$ cat config.mk
export PLATFORM = sky130hd
export DESIGN_NAME = stat_resp_misr
export DESIGN_NICKNAME = d
export VERILOG_FILES = /design/src/rtl/stat_resp_misr.sv
export SDC_FILE = /design/constraint.sdc
export NUM_CORES = 1
export LEC_CHECK = 0
export ABC_AREA = 1
export ABC_CLOCK_PERIOD_IN_PS = 4000
export BUFFER_PORTS_ARGS = -buffer_cell sky130_fd_sc_hd__buf_2
export CAP_MARGIN = 20
export CORE_MARGIN = 5
export CORE_UTILIZATION = 58
export CTS_CLUSTER_DIAMETER = 80
export DETAILED_ROUTE_END_ITERATION = 10
export PLACE_DENSITY = 0.86
export SLEW_MARGIN = 20
export SYNTH_ARGS = -nofsm -noshare
export SYNTH_HDL_FRONTEND = slang
export SYNTH_SLANG_ARGS = --single-unit
export TNS_END_PERCENT = 20
$ cat constraint.sdc
create_clock -name clk -period 4 [get_ports clk]
set_input_delay 0.4 -clock clk [delete_from_list [all_inputs] [get_ports clk]]
set_output_delay 0.4 -clock clk [all_outputs]
set_load 0.02 [all_outputs]
$ cat src/rtl/stat_resp_misr.sv
// Response compactor: folds a stream of netlist response vectors into a MISR
// signature and compares the final signature against a golden value.
module stat_resp_misr #(
  parameter int unsigned       DATA_W = 24,
  parameter int unsigned       CNT_W  = 16,
  parameter logic [DATA_W-1:0] POLY   = 24'h00001B,
  parameter logic [DATA_W-1:0] SEED   = 24'h000000
) (
  input  logic              clk,
  input  logic              rst,
  input  logic              start,
  input  logic              abort,
  input  logic [CNT_W-1:0]  num_patterns,
  input  logic [DATA_W-1:0] golden,
  input  logic              resp_valid,
  input  logic [DATA_W-1:0] resp_data,
  output logic              resp_ready,
  output logic              busy,
  output logic              done,
  output logic              pass,
  output logic [DATA_W-1:0] signature,
  output logic [CNT_W-1:0]  pattern_count
);

  typedef enum logic [1:0] {IDLE, RUN, DONE} state_t;

  state_t             state_q, state_d;
  logic [DATA_W-1:0]  sig_q, sig_d;
  logic [CNT_W-1:0]   cnt_q, cnt_d;
  logic [CNT_W-1:0]   num_q, num_d;
  logic [DATA_W-1:0]  golden_q, golden_d;
  logic               pass_q, pass_d;
  logic [DATA_W-1:0]  misr_c;
  logic [CNT_W-1:0]   cnt_inc_c;
  logic               accept_c;

  // Abort blocks acceptance so an aborted run never absorbs a final beat
  assign resp_ready    = (state_q == RUN) && !abort;
  assign busy          = (state_q == RUN);
  assign done          = (state_q == DONE);
  assign pass          = pass_q;
  assign signature     = sig_q;
  assign pattern_count = cnt_q;

  assign accept_c  = resp_valid && resp_ready;
  assign misr_c    = {sig_q[DATA_W-2:0], 1'b0} ^ (sig_q[DATA_W-1] ? POLY : '0) ^ resp_data;
  assign cnt_inc_c = cnt_q + CNT_W'(1);

  always_ff @(posedge clk) begin
    if (rst) begin
      state_q  <= IDLE;
      sig_q    <= '0;
      cnt_q    <= '0;
      num_q    <= '0;
      golden_q <= '0;
      pass_q   <= 1'b0;
    end else begin
      state_q  <= state_d;
      sig_q    <= sig_d;
      cnt_q    <= cnt_d;
      num_q    <= num_d;
      golden_q <= golden_d;
      pass_q   <= pass_d;
    end
  end

  always_comb begin
    state_d  = state_q;
    sig_d    = sig_q;
    cnt_d    = cnt_q;
    num_d    = num_q;
    golden_d = golden_q;
    pass_d   = pass_q;
    case (state_q)
      IDLE: begin
        if (start) begin
          sig_d    = SEED;
          cnt_d    = '0;
          num_d    = num_patterns;
          golden_d = golden;
          if (num_patterns == '0) begin
            state_d = DONE;
            pass_d  = (SEED == golden);
          end else begin
            state_d = RUN;
            pass_d  = 1'b0;
          end
        end
      end
      RUN: begin
        if (abort) begin
          state_d = IDLE;
          pass_d  = 1'b0;
        end else if (accept_c) begin
          sig_d = misr_c;
          cnt_d = cnt_inc_c;
          // Final beat: verdict uses the post-update signature
          if (cnt_inc_c == num_q) begin
            state_d = DONE;
            pass_d  = (misr_c == golden_q);
          end
        end
      end
      DONE:    state_d = IDLE;
      default: state_d = IDLE;
    endcase
  end

endmodule
**Yosys cells after proc, flatten, opt, wreduce, memory -nomap -nowiden**

Cells that the tools add are included.

- Output and inout port bits: 44
- Word-level logic and storage cells: 50
- Flip-flop bits (word level): 83
- Input port bits: 69

- Add/subtract/negate cells: 1
- Bitwise logic cells: 2
- Equality and inequality tests: 9
- Reduce and logical (&&, ||, !) cells: 11
- Multiplexer cells: 21

Operator list:

| cell | count |
|---|---|
| $mux 24 | 3 |
| $mux 16 | 3 |
| $pmux 24 s2 | 1 |
| $pmux 16 s2 | 1 |
| $eq 24x24->1 | 1 |
| $logic_not 24->1 | 1 |
| $xor 24x24->24 | 1 |
| $xor 24x5->24 | 1 |
| $add 16x1->16 const B | 1 |
| $eq 16x16->1 | 1 |
| $logic_not 16->1 | 1 |
| $mux 2 | 5 |
| $reduce_and 4->1 | 2 |
| $ne 3x2->1 const B | 2 |
| $mux 1 | 5 |
| $mux 5 | 1 |
| $ne 2x2->1 const B | 2 |
| $pmux 2 s2 | 1 |
| $reduce_and 3->1 | 1 |
| $eq 2x1->1 const B | 1 |
| $eq 2x2->1 const B | 1 |
| $logic_and 1x1->1 | 2 |
| $logic_not 2->1 | 1 |
| $ne 2x1->1 const B | 1 |
| other kinds (4) | 4 |

**Longest topological paths before layout**

- Depth after elaboration: 8
- Mapped depth: 16

**Worst setup path after synthesis**

No wires, ideal clock.

- Path kind: reg-to-reg
- Start: register cnt_q[0] (netlist: pattern_count[0])
- End: register pass_q (netlist: pass)
- Path slack: 2.060 ns
- Arrival: 1.827 ns
- Path buffers: 0
- Cell stages (with the launch flop): 17
- Setup time: 0.113 ns
- Cell sequence: dfxtp_1 > ha_1 > nand2_2 > nor2_4 > nand2_2 > nor2_1 > nand2_1 > nand2_1 > nand2_1 > nand2_1 > nand2_1 > nor2_2 > nand3_2 > nand2_2 > nand3_1 > nand2_1 > nor2_1

- Longest elaborated chain between the ends: 4

RTL lines:

| element | RTL line | text |
|---|---|---|
| from (decl) | 29 | `logic [CNT_W-1:0] cnt_q, cnt_d;` |
| from (signal assigned) | 60 | `cnt_q <= cnt_d;` |
| $add 16x1->16 | 47 | `assign cnt_inc_c = cnt_q + CNT_W'(1);` |
| $eq 16x16->1 | 98 | `if (cnt_inc_c == num_q) begin` |
| $ne 3x2->1 (no line) | -- |  |
| $reduce_and 4->1 (no line) | -- |  |
| to (signal assigned) | 63 | `pass_q <= pass_d;` |
| to (decl) | 32 | `logic pass_q, pass_d;` |

Every way passes these cells.
A chain may end at the register's enable or synchronous reset.

**Worst setup path after layout**

- Start: register state_q[1]
- End: register cnt_q[4] (netlist: pattern_count[4])

- Longest elaborated chain between the ends: 5

RTL lines:

| element | RTL line | text |
|---|---|---|
| from (decl) | 27 | `state_t state_q, state_d;` |
| from (signal assigned) | 58 | `state_q <= state_d;` |
| $eq 2x1->1 | 38, 74 |  |
| $logic_and 1x1->1 | 38 | `assign resp_ready = (state_q == RUN) && !abort;` |
| $logic_and 1x1->1 | 45 | `assign accept_c = resp_valid && resp_ready;` |
| $ne 2x1->1 (no line) | -- |  |
| $reduce_and 4->1 (no line) | -- |  |

Parallel ways exist; a longest one is shown, timed or not.

==> results.md <==
- Total wire length: 13180 um
- Worst Hold Path EP: golden_q[13]
- Root Driver: clkbuf_8
- Critical path's largest stage delay: 530 ps
- Yosys reg bits: 83
- Crit Reg-Reg Startpoint: state_q[1]
- Required @ worst endpoint: 4290 ps
- Ys Warns: 0
- Clk sink count: 83
- Longest Clk Path Bufs: 2
- Clock latency on the worst-skew pair: 370 ps
- Layout cell share with drive strength beyond 1: 20.08%
- Area grow syn2layout: 18.61%
- Core area: around 7600 sq um
- Reg2Reg Depth: 9
- CTS buffer count: 9
- Fmax: 421.0 MHz
- Post-synthesis async set-or-reset flop share: 0%
- Antenna violations before repair: 0
- Post-synth EDFFs: 0
- Die W: 97.60 um
- GRT Util Overall: 27.82%
- Switching power: between 500 and 600 uW
- Nets@finish: 837
- Worst Max-Slew Pin Slew: 1078 ps
- # resized after CTS: 0
- Global-route wire length before repair: 21910 um
- Hold Vio Cnt, Final: 0
- Switching share of total power: 30.66%
- Area of the mapped netlist: 4451 sq um
- Tmin final: roughly 2400 ps
- Hold Crit Depth: 3
- Finished Core Util: 69.39%
- Antenna Cells: 0
- Drt wl/cell: 15.08 um
- TNS Setup: 0 ps
- CP Capture Type: flop
- Largest net degree at the start of global routing: 44
- Via count: 4792
- Routed vias/inst: 5.483
- Die footprint: about 9500 sq um
- Post-CTS Hold Buffers: 0
- DRC viols: 0
- Worst-path clk slew: about 90 ps
- Critical Path Start Type: flop
- Crit. Startpoint: state_q[1]
- Vias in the first global route: between 4000 and 5000
- GRT overflow: 0
- Synth Flop Type: dfxtp_1
- Final Setup Violations: 0
- Data arrival, critical path: 2670 ps
- Pwr dens: 347.6 nW/um^2
- Initial Util: between 50% and 60%
- Post-CTS setup buffers: 0
- Seq/Total Area, Yosys: between 30 and 40%
- CP Class: flop to flop
- Leak Pwr: 0.002363 uW
- Chip Height: around 100 um
- Hold crit path type: input pin to flop
- Reg2Reg Setup Slack: 1620 ps
- Commonest non-fill, non-tap cells in the layout: nand2_1, buf_2, dfxtp_1
- Detailed placement HPWL: around 9600 um
- Max-Slew Margin vs Limit: roughly 28%
- Placer Congestion: 0.9310
- Peak fanout along the critical path: 22
- H-tree Lvls: 3
- Final-layout fill cell count: 674
- Mean Syn Cell Area: between 6 and 7 sq um
- Port Buffer Count: 112
- Mapped Nets: 732
- Netlist cell types: 30
- Clk pwr share: 34.2%
- Pre-Repair DR Iteration Count: 5
- Sequential power share: about half
- Max IR drop VDD: 0.0001927 V
- Worst path cell trace: inv_1 > nand2_1 > nor2_1 > inv_1 > nor2_4 > nor2_2 > buf_4 > nand2_1 > a21oi_1
- Fin crit share: about three fifths
- Clk_skew: 7.984 ps
- RSZ-0062 raised after global routing: no
- Slowest CP cell: nor2_2
- Syn Inst Count: 662
- Initial drt markers: 338
- Status: finished, final reports clean
- P_int: 1272 uW
- Hold Startpoint: golden[13]
- Reg2Reg Capture Point: pattern_count[4]
- # IOs: around 110
- Number of max-cap violations: 0
- TritonCTS clock tree: done
- Comb power frac: 16.7%
- Antenna Violating Nets Remaining: 0
- Num rows: 32
- Pins over their slew limit: 0
- Commonest non-fill, non-tap cell in the layout: nand2_1
==> cell families after synthesis <==
group / Yosys count / synth area share, %
AOI/OAI and AO/OA: 125 / 14.48
xor gates and xnor gates: 46 / 9.053
adders and majority gates: 1 / 0.2811
buffers and inverters: 83 / 7.225
DFF: 83 / 37.33
and+or+nand+nor: 324 / 31.63
==> power by group through the flow <==
stage	Combinational [uW]	Clock [uW]	Sequential, uW
final	306	628	901
after global routing	343	657	906
after floorplan	183	0	922
after detailed placement	299	0	918
after global placement	290	0	916
after CTS	303	628	900
==> worst max-delay path, delay by kind of cell, from the launching register on <==
family,cells,cell delay (ps)
simple gates,5,1100
buf+inv,3,660
compound gates,1,160
flops,1,360
==> Yosys cell counts, types with 4 or more instances <==
cell	instances	area share, %
a21oi_1	67	7.5
buf_2	8	0.90
clkbuf_1	15	1.3
dfxtp_1	83	37
inv_1	58	4.9
nand2_1	180	15
nand2_2	5	0.70
nand3_1	34	3.8
nand3b_1	4	0.67
nand4_1	6	0.84
nor2_1	69	5.8
nor2_4	6	1.5
nor4_1	10	1.4
o21ai_0	53	6.0
xnor2_1	19	3.7
xor2_1	27	5.3
==> layer usage <==
metal  track usage [%]  up-vias  share of wire [%]
li1                  -     2335                  -
met1             33.30     2163                 40
met2             47.81      260                 48
met3             6.461       34                9.0
met4             11.29        0                2.8
met5                 0        -                  0
==> sequential cells by signal, indices dropped and copies added (netlist names) <==
name / cells
golden_q: 24
num_q: 16
pass: 1
pattern_count: 16
signature: 24
state_q: 2
==> worst max path at each step <==
| stage | slack, ps | endpoint | cells past startpoint |
|---|---|---|---|
| finish | 1620 | pattern_count[4] | 9 |
| global route | 1460 | pattern_count[14] | 9 |
| CTS | 1640 | pattern_count[4] | 9 |
| detailed placement | 1680 | signature[12] | 9 |
| global placement | 1730 | signature[21] | 9 |
| floorplan | 2060 | pass | 16 |
==> layout make-up <==
cell class / instances / area, sq um / share of cell area (%)
Clock buffer: 9 / 123.9 / 2.347
Timing Repair Buffer: 117 / 598.1 / 11.33
Clock inverter: 7 / 75.07 / 1.422
Sequential cell: 83 / 1662 / 31.48
Tap cell: 102 / 127.6 / 2.418
Inverter: 60 / 225.2 / 4.266
Multi-Input combinational cell: 496 / 2467 / 46.74
==> metrics by stage <==
| stage | cell area, sq um | cells | setup slack [ps] | power, uW | hold WS (ps) |
|---|---|---|---|---|---|
| 2_1_floorplan | 4451 | 662 | 2060 | 1104 | 435.5 |
| 3_3_place_gp | 5080 | 858 | 1730 | 1207 | 452.4 |
| 3_5_place_dp | 5080 | 858 | 1684 | 1218 | 464.6 |
| 4_1_cts | 5279 | 874 | 1637 | 1831 | 272.4 |
| 5_1_grt | 5279 | 874 | 1463 | 1906 | 290.1 |
| 6_report | 5279 | 874 | 1624 | 1835 | 276.7 |
(Power assumes the default switching activity.)
